`src/rtl/pwm_pkg.sv`:
```
// rtl/pwm_pkg.sv - shared constants, FSM encoding and midscale helper for the sine PWM sequencer
package pwm_pkg;

  localparam int  R_DEF     = 6;
  localparam int  N_DEF     = 2000;
  localparam int  STEPS_DEF = 36;
  localparam real PI        = 3.14159265358979;

  typedef enum logic [1:0] {
    IDLE  = 2'd0,
    START = 2'd1,
    RUN   = 2'd2
  } state_t;

  function automatic int mid(input int r);
    return 2 ** (r - 1);
  endfunction

endpackage

```
`src/rtl/seno_rom.sv`:
```
// rtl/seno_rom.sv - combinational one-cycle sine table, R-bit entries, midscale beyond STEPS
module seno_rom
  import pwm_pkg::*;
#(
  parameter int R     = R_DEF,
  parameter int STEPS = STEPS_DEF
) (
  input  logic [5:0]   addr,
  output logic [R-1:0] data
);

  // All 64 address slots are filled so out-of-range addresses fall out as midscale.
  function automatic logic [64*R-1:0] build_table();
    logic [64*R-1:0] t;
    real             v;
    int              q;
    t = '0;
    for (int k = 0; k < 64; k++) begin
      if (k < STEPS) begin
        v = (2.0 ** R) * (0.5 + 0.5 * $sin(2.0 * PI * k / STEPS));
        q = $rtoi(v + 0.5);
        if (q < 0) q = 0;
        if (q > 2 ** R - 1) q = 2 ** R - 1;
      end else begin
        q = mid(R);
      end
      t[k*R +: R] = R'(q);
    end
    return t;
  endfunction

  localparam logic [64*R-1:0] TABLE = build_table();

  assign data = TABLE[addr*R +: R];

endmodule

```
`src/rtl/pwm_seno_secuenciador.sv`:
```
// rtl/pwm_seno_secuenciador.sv - steps a sine duty table every N PWM periods with a valid strobe
module pwm_seno_secuenciador
  import pwm_pkg::*;
#(
  parameter int R     = R_DEF,
  parameter int N     = N_DEF,
  parameter int STEPS = STEPS_DEF
) (
  input  logic         clk,
  input  logic         rst,
  input  logic         en,
  input  logic         period_tick,
  input  logic [5:0]   stride,
  output logic [R-1:0] duty,
  output logic         duty_valid,
  output logic [5:0]   idx,
  output logic         cycle_done
);

  localparam int             NW     = (N > 1) ? $clog2(N) : 1;
  localparam logic [NW-1:0]  N_LAST = NW'(N - 1);
  localparam logic [R-1:0]   MID    = R'(mid(R));
  localparam logic [6:0]     STEPS7 = 7'(STEPS);

  state_t        state;
  logic [NW-1:0] n;
  logic [6:0]    s_eff;
  logic [6:0]    sum;
  logic          wrap;
  logic [5:0]    next_idx;
  logic [5:0]    rom_addr;
  logic [R-1:0]  rom_data;

  always_comb begin
    s_eff = {1'b0, stride};
    if (stride == 6'd0)
      s_eff = 7'd1;
    else if ({1'b0, stride} >= STEPS7)
      s_eff = STEPS7 - 7'd1;
    sum      = {1'b0, idx} + s_eff;
    wrap     = (sum >= STEPS7);
    next_idx = wrap ? 6'(sum - STEPS7) : sum[5:0];
    // START loads entry 0; RUN looks up the index the next step will land on.
    rom_addr = (state == RUN) ? next_idx : 6'd0;
  end

  seno_rom #(
    .R     (R),
    .STEPS (STEPS)
  ) u_rom (
    .addr (rom_addr),
    .data (rom_data)
  );

  always_ff @(posedge clk) begin
    if (rst) begin
      state      <= IDLE;
      idx        <= '0;
      n          <= '0;
      duty       <= MID;
      duty_valid <= 1'b0;
      cycle_done <= 1'b0;
    end else begin
      duty_valid <= 1'b0;
      cycle_done <= 1'b0;
      case (state)
        IDLE: begin
          if (en) state <= START;
        end
        START, RUN: begin
          // Dropping en parks the output at midscale and beats any coincident tick.
          if (!en) begin
            state      <= IDLE;
            duty       <= MID;
            duty_valid <= 1'b1;
            n          <= '0;
          end else if (state == START) begin
            state      <= RUN;
            idx        <= '0;
            n          <= '0;
            duty       <= rom_data;
            duty_valid <= 1'b1;
          end else if (period_tick) begin
            if (n == N_LAST) begin
              n          <= '0;
              idx        <= next_idx;
              duty       <= rom_data;
              duty_valid <= 1'b1;
              cycle_done <= wrap;
            end else begin
              n <= n + 1'b1;
            end
          end
        end
        default: state <= IDLE;
      endcase
    end
  end

endmodule

```
`config.mk`:
```
export PLATFORM = sky130hd
export DESIGN_NAME = pwm_seno_secuenciador
export DESIGN_NICKNAME = d
export VERILOG_FILES = /design/src/rtl/pwm_pkg.sv /design/src/rtl/seno_rom.sv /design/src/rtl/pwm_seno_secuenciador.sv
export SDC_FILE = /design/constraint.sdc
export NUM_CORES = 1
export LEC_CHECK = 0
export CAP_MARGIN = 30
export CORE_MARGIN = 8
export CORE_UTILIZATION = 47
export CTS_BUF_LIST = sky130_fd_sc_hd__clkbuf_8
export DETAILED_ROUTE_END_ITERATION = 8
export PLACE_DENSITY = 0.7
export SYNTH_ARGS = -nofsm -noshare
export SYNTH_HDL_FRONTEND = slang
export SYNTH_SLANG_ARGS = --single-unit
```
`constraint.sdc`:
```
create_clock -name clk -period 4.5 [get_ports clk]
set_clock_uncertainty 0.2 [all_clocks]
set_input_delay 0.45 -clock clk [delete_from_list [all_inputs] [get_ports clk]]
set_output_delay 0.45 -clock clk [all_outputs]
set_load 0.03 [all_outputs]
```
Yosys cells after proc, flatten, opt, wreduce, memory -nomap -nowiden
Cells that the tools add are included.

Magnitude comparators: 2. Reductions and logical operators: 11. Add/sub/neg operators: 3. Equality and inequality tests: 7. Shift-type cells: 1. Bitwise logic cells: 4. Multipliers: 1. Muxes and demuxes: 23.

Operators by type and width (count): 384-bit by 10-bit variable part select with 6-bit output, first input constant (1); 6-bit two-way mux (11); 11-bit two-way mux (4); 11-bit by 1-bit adder with 11-bit output, second input constant (1); 11-bit == test, second input constant (1); 6-bit by 2-bit multiplier with 8-bit output, second input constant (1); 6-bit by 6-bit adder with 7-bit output (1); 7-bit by 6-bit >= comparator with 1-bit output, second input constant (1); 6-bit >= comparator, second input constant (1); 6-bit zero test (1); 2-bit two-way mux (3); 3-bit by 1-bit != test with 1-bit output, second input constant (2); 6-bit OR reduction (1); 6-bit subtractor, second input constant (1); 1-bit two-way mux (4); 1-bit NOT (4); 2-bit case mux with 2 select lines (1); 2-bit AND reduction (2); 4-bit AND reduction (1); 2-bit nonzero test (2); 2-bit OR reduction (2); 3-bit != test, second input constant (1); 3-bit AND reduction (1); 2-bit by 1-bit == test with 1-bit output, second input constant (1); other kinds (3) (3).

Output and inout bits: 14. Bits in registers: 27. Word-level logic and storage cells: 58. Bits of input ports: 10.

Longest topological paths before layout
Gate-level depths: netlist of the first run.

Word-level depth: 13. Mapped depth: 18. Mapped depth without buffers: 17.

Modules after synthesis
From an unflattened synthesis of the first run, not the netlist that was laid out.

Cells, all modules: 239. Area, all modules: 2033.2 sq um.

By module, submodules not included: pwm_seno_secuenciador (sequential area each 540.5 sq um, instances 1, area each 1601.5 sq um, cells an instance 173); seno_rom (sequential area each 0.0 sq um, instances 1, area each 431.7 sq um, cells an instance 66).

Least setup slack after synthesis of the first run
Ideal clock, no wire load.

Kind: input-to-reg. Start point: in stride[3]. End point: reg duty[2]. Library setup time: 0.117 ns. Path slack: -0.116 ns. Required time: 4.183 ns. Path buffers: 0. Arrival time: 4.298 ns. Stages: 16. Cell sequence: nor3_1 > o21bai_1 > ha_1 > a211oi_1 > nor2_1 > xor2_1 > inv_1 > ha_1 > and4b_1 > or4b_4 > o21ai_4 > o21ai_1 > a211oi_1 > a211oi_1 > a211o_1 > a32o_1.

Word-level cells in the longest chain between the ends: 13. Elaborated cells on any way between the ends: 15. Those cells by class: add/sub (2); mul (1); order compare (2); shift (1); mux (8); reduce/logical (1).

RTL lines: start: declaration (RTL line pwm_seno_secuenciador.sv:13) `input logic [5:0] stride,`; 6-bit >= comparator (RTL line pwm_seno_secuenciador.sv:38) `else if ({1'b0, stride} >= STEPS7)`; 6-bit two-way mux (RTL line pwm_seno_secuenciador.sv:38); 6-bit two-way mux (*) (RTL line pwm_seno_secuenciador.sv:36) `if (stride == 6'd0)`; 6-bit by 6-bit adder with 7-bit output (*) (RTL line pwm_seno_secuenciador.sv:40) `sum = {1'b0, idx} + s_eff;`; 6-bit subtractor / 7-bit by 6-bit >= comparator with 1-bit output (equally long branches) (RTL line pwm_seno_secuenciador.sv:42, pwm_seno_secuenciador.sv:41); 6-bit two-way mux (*) (RTL line pwm_seno_secuenciador.sv:42) `next_idx = wrap ? 6'(sum - STEPS7) : sum[5:0];`; 6-bit two-way mux (*) (RTL line pwm_seno_secuenciador.sv:44) `rom_addr = (state == RUN) ? next_idx : 6'd0;`; 6-bit by 2-bit multiplier with 8-bit output (*) (RTL line seno_rom.sv:34) `assign data = TABLE[addr*R +: R];`; 384-bit by 10-bit variable part select with 6-bit output (*) (RTL line seno_rom.sv:34); 6-bit two-way mux (RTL line pwm_seno_secuenciador.sv:84) `if (n == N_LAST) begin`; 6-bit two-way mux (RTL line pwm_seno_secuenciador.sv:83) `end else if (period_tick) begin`; 6-bit two-way mux (*) (RTL line pwm_seno_secuenciador.sv:77) `end else if (state == START) begin`; 6-bit two-way mux (*) (RTL line pwm_seno_secuenciador.sv:72) `if (!en) begin`; end signal: assignment (RTL line pwm_seno_secuenciador.sv:81) `duty <= rom_data;`; end signal: assignment (RTL line pwm_seno_secuenciador.sv:87) `duty <= rom_data;`; end: declaration (RTL line pwm_seno_secuenciador.sv:14) `output logic [R-1:0] duty,`.

Mark *: on every way between the ends. The rest lies on a longest branch, timed or not. The select of a mux whose other input is x is not followed. A chain may end at the register's enable or synchronous reset.

Worst setup path after layout of the first run
Start point: in stride[1]. End point: reg duty[1].

Same word-level chain as after synthesis.

==> results of run 1 <==
-- sequential cells by signal, indices dropped and copies added, names as in the netlist --
name,cells
n,11
duty,6
idx,6
state,2
cycle_done,1
duty_valid,1
-- per-stage QoR --
| stage | instance area [um^2] | utilization | setup WS, ns | hold WS [ns] | setup TNS, ns |
|---|---|---|---|---|---|
| final | 2890 | 0.629 | 0.236 | 0.270 | 0 |
| after global routing | 2890 | 0.629 | 0.0445 | 0.315 | 0 |
| after CTS | 2790 | 0.607 | 0.0174 | 0.276 | 0 |
| after detailed placement | 2710 | 0.590 | -0.401 | 0.264 | -1.92 |
| after global placement | 2710 | 0.590 | -0.319 | 0.261 | -1.41 |
| after floorplan | 2200 | - | 0.0133 | 0.244 | 0 |
-- power groups by stage --
stage               Sequential (mW)  Combinational (mW)  Clock, mW
global placement              0.260               0.260          0
detailed placement            0.261               0.262          0
floorplan                     0.265               0.169          0
global route                  0.256               0.318      0.148
finish                        0.255               0.288      0.132
CTS                           0.255               0.269      0.136
-- synthesized netlist by cell type, types with 2 or more instances --
cell       n
a211o_1    2
a211oi_1   3
a21boi_1   2
a21oi_1   17
a22o_1     4
a311oi_1   2
a31oi_1    4
a32o_1     3
and3_1     2
clkbuf_1   5
dfxtp_1   27
ha_1      22
inv_1     16
mux2i_1    6
nand2_1   22
nand2b_1   4
nand3_1    7
nand4_1    9
nor2_1    29
nor2b_1    5
nor3_1     3
o211ai_1   5
o21a_1     4
o21ai_0    9
o21ai_1    3
o21bai_1   2
o22ai_1    6
o31ai_1    2
or2_2      4
or3_1      4
or4_1      2
xor2_1     9
-- metal layers --
metal / vias up / track usage / share of wire
met3: 4 / 0.0387 / 0.057
met1: 1026 / 0.196 / 0.47
li1: 1110 / - / -
met2: 45 / 0.239 / 0.46
met4: 0 / 0.0298 / 0.0074
met5: - / 0 / 0
-- kinds of logic after synthesis --
group	synth area share
compound gates	0.284
xor+xnor	0.0360
fa+ha+maj	0.135
simple gates	0.221
buf+inv	0.0400
mux	0.0377
flops	0.247
-- timing repair --
action | CTS | global route
setup buffers | 1 | 6
hold buffers | 0 | 0
endpoints found under the setup margin | 4 | 6
pin swaps | 1 | 14
resized for setup | 7 | 12
-- final cells by class --
class                   count  area share
flip-flops and latches     27       0.187
multi-input cells         219       0.562
clock inverters             1     0.00130
inverters                  17      0.0221
repair buffers             62       0.190
clock buffers               3      0.0143
well taps                  54      0.0234
-- how the worst min path moves through the flow --
stage | slack [ns] | cells past startpoint | start | endpoint
global placement | 0.26 | 2 | n[1]$_SDFFE_PP0P_ | n[1]$_SDFFE_PP0P_
finish | 0.27 | 2 | n[1]$_SDFFE_PP0P_ | n[1]$_SDFFE_PP0P_
floorplan | 0.24 | 2 | n[1]$_SDFFE_PP0P_ | n[1]$_SDFFE_PP0P_
CTS | 0.28 | 2 | n[1]$_SDFFE_PP0P_ | n[1]$_SDFFE_PP0P_
detailed placement | 0.26 | 2 | n[1]$_SDFFE_PP0P_ | n[1]$_SDFFE_PP0P_
global route | 0.32 | 2 | n[1]$_SDFFE_PP0P_ | n[1]$_SDFFE_PP0P_
-- worst max-delay path: stages --
cell and delay, ns:
clkdlybuf4s50_1 0.42, o21bai_1 0.18, ha_1 0.33, a211oi_2 0.25, nor2_2 0.08, xor2_2 0.18, inv_2 0.06, ha_1 0.18
and4b_1 0.20, or4b_4 0.52, o2111a_1 0.30, a211oi_4 0.28, nor2_4 0.10, buf_4 0.15, a211o_1 0.29, a32o_1 0.25
==> metrics.csv, run 1 <==
metric,value,unit
wl_per_cell,14.8,um
path_max_fanout,6,
grt_pass1_wl,9180,um
track_usage,0.149,
multi_input_area,0.00163,mm^2
io_pins,24,
drc,0,
dieArea,0.00711,mm^2
synth_area_leader_cell,dfxtp_1,
dpl.hpwl,4370,um
maxSlewHeadroom,0.663,
rsz0062_at_grt,false,
port_buffers,23,
cts_buffer_depth,2,
fillers,397,
async_flop_share,0,
syn-num-nets,302,
fin_nets,363,
ir_drop,217,uV
gr-total-overflow,0,
synth_edf_count,0,
fmax,235,MHz
status,completed,
comb_power_share,0.427,
cts.clk_slew.worst_paths,0.08,ns
end_kind,register,
htree_num_levels,1,
cts-buffers-inserted,3,
layout_common_cells,"buf_4, nor2_1, dfxtp_1",
grt_max_degree,15,
antenna_found_initial,0,
worstPathArrival,4.23,ns
gp_congestion,0.891,
grt_pass1_vias,1973,
rows,25,
switching_share,0.354,
p_sw,239,uW
synth_ff_type,dfxtp_1,
p_per_area,233,mW/mm^2
p_clk_frac,0.196,
fin_crit,4.26,ns
worstMarginPinSlew,0.501,ns
reg2regPathDepth,14,
dr.pass1.iters,4,
ant_nets,0,
synthCells,269,
ys_ff_latch,27,
layout_commonest_cell,buf_4,
seqPwrFrac,0.377,
hold_class,reg2reg,
start_util,0.477,
root_buffer,clkbuf_8,
ys_warn_count,0,
syn2layout_area_growth,32.0,%
crit_type,in2reg,
regToRegSetupSlack,0.64,ns
power_leakage,1.24,nW
total_power,675,uW
yosysUniqueCellTypes,57,
slew_violations,0,
clk_latency,0.27,ns
finalSetupViolations,0,
viasPerCell,5.70,
start_kind,primary input,
synth-seq-area-share,0.247,
cts_tree,built,
critical_path.endpoint,duty[1]$_SDFFE_PP0P_,
core_area,0.00460,mm^2
p_int,436,uW
maxCapViolCount,0,
finalCritPeriodShare,0.947,
timing.rr.start,idx[1]$_SDFFE_PP0P_,
wl,5670,um
layout.cells.non_filler,383,
antennaDiodeCount,0,
cp.required,4.46,ns
routed-via-count,2185,
drt_iter0_markers,73,
crit_path_start,stride[1],
syn_area_per_cell,8.15,um^2
synth.area.top_cells,"dfxtp_1, ha_1, nor2_1, a21oi_1, nand2_1",
die_width,84.3,um
finalHoldViolCount,0,
synth_top_area_share,0.247,
regArea,541,um^2
dp_cells,372,
timing.rr.end,duty[1]$_SDFFE_PP0P_,
syn_area,0.00219,mm^2
drive_above_1_share,0.207,
cts_sinks,27,
die_h,84.3,um
Note: power is estimated with default switching activity, not from simulation.
==> run 2, diff against run 1 <==
Settings changed: MAX_ROUTING_LAYER set to met4.
==> run 2 against run 1 <==
Worst setup slack worse by 0.033 ns. Largest cell class unchanged. Non-clock buffer count is 5 lower. Total power is 0.20% higher. Wire length is 1.7% higher. Clock power is 6% higher.
==> metrics.csv, run 2 (synthesis results as in run 1) <==
metric,value,unit
finalHoldViolCount,0,
hold_class,reg2reg,
min-delay-start,n[1]$_SDFFE_PP0P_,
gp_congestion,0.909,
antenna_found_initial,0,
core_area,0.00460,mm^2
clk_latency,0.27,ns
grt_pass1_wl,9570,um
power_leakage,1.19,nW
root_buffer,clkbuf_8,
ant_nets,0,
crit_path_start,stride[5],
routed-via-count,2163,
path_max_fanout,6,
crit_buf_inv,4,
cts_tree,built,
antennaDiodeCount,0,
viasPerCell,5.72,
rsz0062_at_grt,false,
cts-buffers-inserted,3,
dp_cells,371,
grt_pass1_vias,2026,
cts_sinks,27,
drive_above_1_share,0.188,
worstPathCellList,"clkdlybuf4s50_1, inv_1, o21bai_1, ha_1, a211oi_2, nor2_2, xor2_2, inv_1, ha_1, and4b_1, or4b_4, o21ai_4, buf_4, nand3_1, a31oi_1, a31oi_1, a211o_1, a32o_1",
worstPathArrival,4.27,ns
dpl.hpwl,4530,um
die_width,84.3,um
worstMarginPinSlew,0.503,ns
regMostFlops,n,
cts.clk_slew.worst_paths,0.09,ns
layout.cells.non_filler,378,
grt_max_degree,17,
port_buffers,23,
layout_commonest_cell,buf_4,
fin_nets,358,
slowest_stage,or4b_4,
timing.rr.start,idx[1]$_SDFFE_PP0P_,
wl_per_cell,15.3,um
end_kind,register,
dr.pass1.iters,4,
die_h,84.3,um
dieArea,0.00711,mm^2
wl,5770,um
layout_common_cells,"buf_4, nor2_1, dfxtp_1",
p_per_area,239,mW/mm^2
syn2layout_area_growth,29.2,%
start_util,0.477,
finalCritPeriodShare,0.955,
largestRegisters,"n (11), duty (6), idx (6)",
drt_iter0_markers,143,
fillers,417,
finalSetupViolations,0,
crit_path_max_incr_delay,0.53,ns
status,completed,
largest_register_ffs,11,
maxSlewHeadroom,0.661,
htree_num_levels,1,
start_kind,primary input,
dpl_cell_area,0.00271,mm^2
slew_violations,0,
track_usage,0.161,
fmax,233,MHz
cts_buffer_depth,2,
io_pins,24,
rows,25,
holdWs,0.288,ns
finalInstanceArea,0.00283,mm^2
fin_crit,4.30,ns
drc,0,
cp.required,4.48,ns
ir_drop,207,uV
maxCapViolCount,0,
crit_type,in2reg,
cpLargestDelayFamily,compound AO/OA/AOI/OAI gates,
gr-total-overflow,0,
==> run 2: metal layers <==
layer,GRT usage,share of wire
met1,0.207,0.48
met2,0.257,0.47
met3,0.0300,0.038
met4,0.0283,0.0083
met5,-,0
==> run 2: final cells by class <==
| type | instances | area, um^2 | share of cell area |
|---|---|---|---|
| inverter | 17 | 63.8 | 0.0225 |
| clock inverter | 1 | 7.51 | 0.00265 |
| sequential | 27 | 541 | 0.191 |
| clock buffer | 3 | 41.3 | 0.0146 |
| tap | 54 | 67.6 | 0.0239 |
| timing repair buffer | 57 | 497 | 0.175 |
| multi-input combinational | 219 | 1610 | 0.570 |
==> run 2: path summary, 6_finish.rpt <==
kind	cells past startpoint	end	slack (ns)
min reg2reg	2	n[1]$_SDFFE_PP0P_	0.29
min	2	n[1]$_SDFFE_PP0P_	0.29
max reg2reg	15	duty[1]$_SDFFE_PP0P_	0.72
max	18	duty[1]$_SDFFE_PP0P_	0.20
==> run 2: timing repair <==
action                                  in CTS  in global routing
hold buffers                                 0                  0
gates resized for setup                      2                 12
buffers inserted                             0                  3
pin swaps                                    0                 12
endpoints found under the setup margin       3                  6
==> run 2: tightest hold or removal path, stage by stage (launching register included) <==
cell and delay [ns]:
dfxtp_1 0.34, nand2_1 0.06, a21oi_1 0.05
==> run 2: power by group <==
part	internal, mW	total [mW]	switching (mW)
logic	0.122	0.281	0.159
registers	0.247	0.256	0.00822
clock network	0.0629	0.140	0.0768
==> run 2: per-stage QoR <==
stage          power [mW]  worst slack (ns)  TNS, ns  utilization
4_1_cts             0.669            0.0207        0        0.601
5_1_grt             0.721          0.000635        0        0.616
3_5_place_dp        0.528            -0.350    -1.45        0.589
3_3_place_gp        0.522            -0.280    -1.22        0.589
6_report            0.677             0.203        0        0.616
2_1_floorplan       0.434            0.0133        0            -
==> run 3, diff against run 2 <==
Settings changed: CTS_CLUSTER_DIAMETER set to 50, PLACE_DENSITY 0.7 to 0.67.
Clock period 4.5 ns to 5.1 ns, I/O delays scaled along.
==> run 3 against run 2 <==
Final area shrank 8.4%. Register-to-register slack improved by 0.32 ns. Hold slack got worse by 0.015 ns. Cell count is 6.1% lower. Global-route usage decreased by 0.65 points. Sequential cell count did not move. Clock power shrank 17%. Count of clock-buffer cells in the layout is the same. Wire length down 6.3%. Critical path depth fell by 1. Combinational power shrank 22%. First-iteration DRC count shrank 15%.
==> metrics.csv, run 3 (synthesis results as in run 1) <==
metric,value,unit
gr-total-overflow,0,
fin_ws,0.287,ns
maxSlewHeadroom,0.664,
drt_iter0_markers,121,
maxCapViolCount,0,
regMostFlops,n,
grt_max_degree,15,
start_kind,primary input,
dieArea,0.00711,mm^2
die_h,84.3,um
path_max_fanout,7,
syn2layout_area_growth,18.3,%
htree_num_levels,1,
status,completed,
cts_hold_buf,0,
root_buffer,clkbuf_8,
power_leakage,1.05,nW
p_per_area,216,mW/mm^2
clk_latency,0.27,ns
worstPathArrival,4.78,ns
cts_sinks,27,
crit_path_start,stride[3],
timing.rr.start,idx[1]$_SDFFE_PP0P_,
gp_congestion,0.868,
slew_violations,0,
critical_path.endpoint,duty[2]$_SDFFE_PP0P_,
finalSetupTns,0,ns
cts-buffers-inserted,3,
reg2regPathDepth,14,
cts.clk_slew.worst_paths,0.09,ns
layout_common_cells,"nor2_1, dfxtp_1, clkdlybuf4s50_1",
finalHoldViolCount,0,
finalSetupViolations,0,
track_usage,0.154,
ir_drop,170,uV
grt_pass1_wl,9320,um
cp.required,5.06,ns
core_area,0.00460,mm^2
antennaDiodeCount,0,
largest_register_ffs,11,
wl,5400,um
die_width,84.3,um
dpl.hpwl,4240,um
dr.pass1.iters,4,
antenna_found_initial,0,
drc,0,
rows,25,
preCtsSetupSlack,0.0679,ns
port_buffers,23,
layout_commonest_cell,nor2_1,
start_util,0.477,
cts_buffer_depth,2,
largestRegisters,"n (11), duty (6), idx (6)",
drive_above_1_share,0.0930,
fin_crit,4.81,ns
fin_nets,335,
regToRegSetupSlack,1.04,ns
worstMarginPinSlew,0.498,ns
hold_class,reg2reg,
ant_nets,0,
cts_setup_buffers,0,
rsz0062_at_grt,false,
fmax,208,MHz
cts-resized-gates,0,
routed-via-count,2081,
crit_type,in2reg,
end_kind,register,
timing.rr.end,duty[2]$_SDFFE_PP0P_,
cts_tree,built,
wl_per_cell,15.2,um
grt_pass1_vias,2066,
finalCritPeriodShare,0.944,
io_pins,24,
viasPerCell,5.86,
## run 3: changes by cell type in the layout (fill, tap and decap cells not counted), sizes merged
cell / before / now
inv: 16 / 17
dlymetal6s2s: 3 / 0
buf: 34 / 11
clkdlybuf4s50: 20 / 23
clkinvlp: 1 / 0
## run 3: area by class of cell
| class | count | area, um^2 |
|---|---|---|
| fillers | 436 | 2000 |
| multi-input cells | 219 | 1560 |
| flip-flops and latches | 27 | 541 |
| repair buffers | 34 | 313 |
| well taps | 54 | 67.6 |
| inverters | 17 | 63.8 |
| clock buffers | 3 | 41.3 |
| clock inverters | 1 | 3.75 |
## run 3: power by group
group / internal [mW] / total (mW) / leakage (nW) / switching, mW
clock: 0.0539 / 0.116 / 0.0269 / 0.0622
combinational: 0.0889 / 0.220 / 0.804 / 0.131
sequential: 0.218 / 0.225 / 0.218 / 0.00675
total: 0.361 / 0.561 / 1.05 / 0.200
## run 3: metal layers
metal	GRT usage	vias up	share of wire	routed length, um
met5	-	-	0	0
met3	0.0348	7	0.046	247
li1	-	1052	-	-
met2	0.244	49	0.45	2420
met1	0.196	973	0.50	2680
met4	0.0298	0	0.0085	46
## run 3: worst min path at each step
stage	startpoint	end	slack, ns	cells past startpoint
2_1_floorplan	n[1]$_SDFFE_PP0P_	n[1]$_SDFFE_PP0P_	0.24	2
3_3_place_gp	n[1]$_SDFFE_PP0P_	n[1]$_SDFFE_PP0P_	0.25	2
3_5_place_dp	duty[2]$_SDFFE_PP0P_	duty[2]$_SDFFE_PP0P_	0.26	1
4_1_cts	n[1]$_SDFFE_PP0P_	n[1]$_SDFFE_PP0P_	0.27	2
5_1_grt	n[1]$_SDFFE_PP0P_	n[1]$_SDFFE_PP0P_	0.30	2
6_report	n[1]$_SDFFE_PP0P_	n[1]$_SDFFE_PP0P_	0.27	2
## run 3: stage by stage
step                power, mW  std cells  utilization  cell area (um^2)  hold slack (ns)
floorplan               0.382        269            -              2190            0.244
global placement        0.443        351        0.554              2550            0.253
detailed placement      0.447        351        0.554              2550            0.260
CTS                     0.563        355        0.564              2590            0.274
global route            0.599        355        0.564              2590            0.300
finish                  0.561        355        0.564              2590            0.273
## run 3: critical path, stage by stage
cell             delay, ns
clkdlybuf4s50_1       0.42
nor3_1                0.32
o21bai_1              0.16
ha_1                  0.32
a211oi_1              0.33
nor2_1                0.11
xor2_1                0.19
inv_1                 0.08
ha_1                  0.20
and4b_1               0.20
or4b_4                0.57
o21ai_4               0.25
o21ai_1               0.20
a211oi_1              0.30
a211oi_1              0.08
a211o_1               0.29
a32o_1                0.24
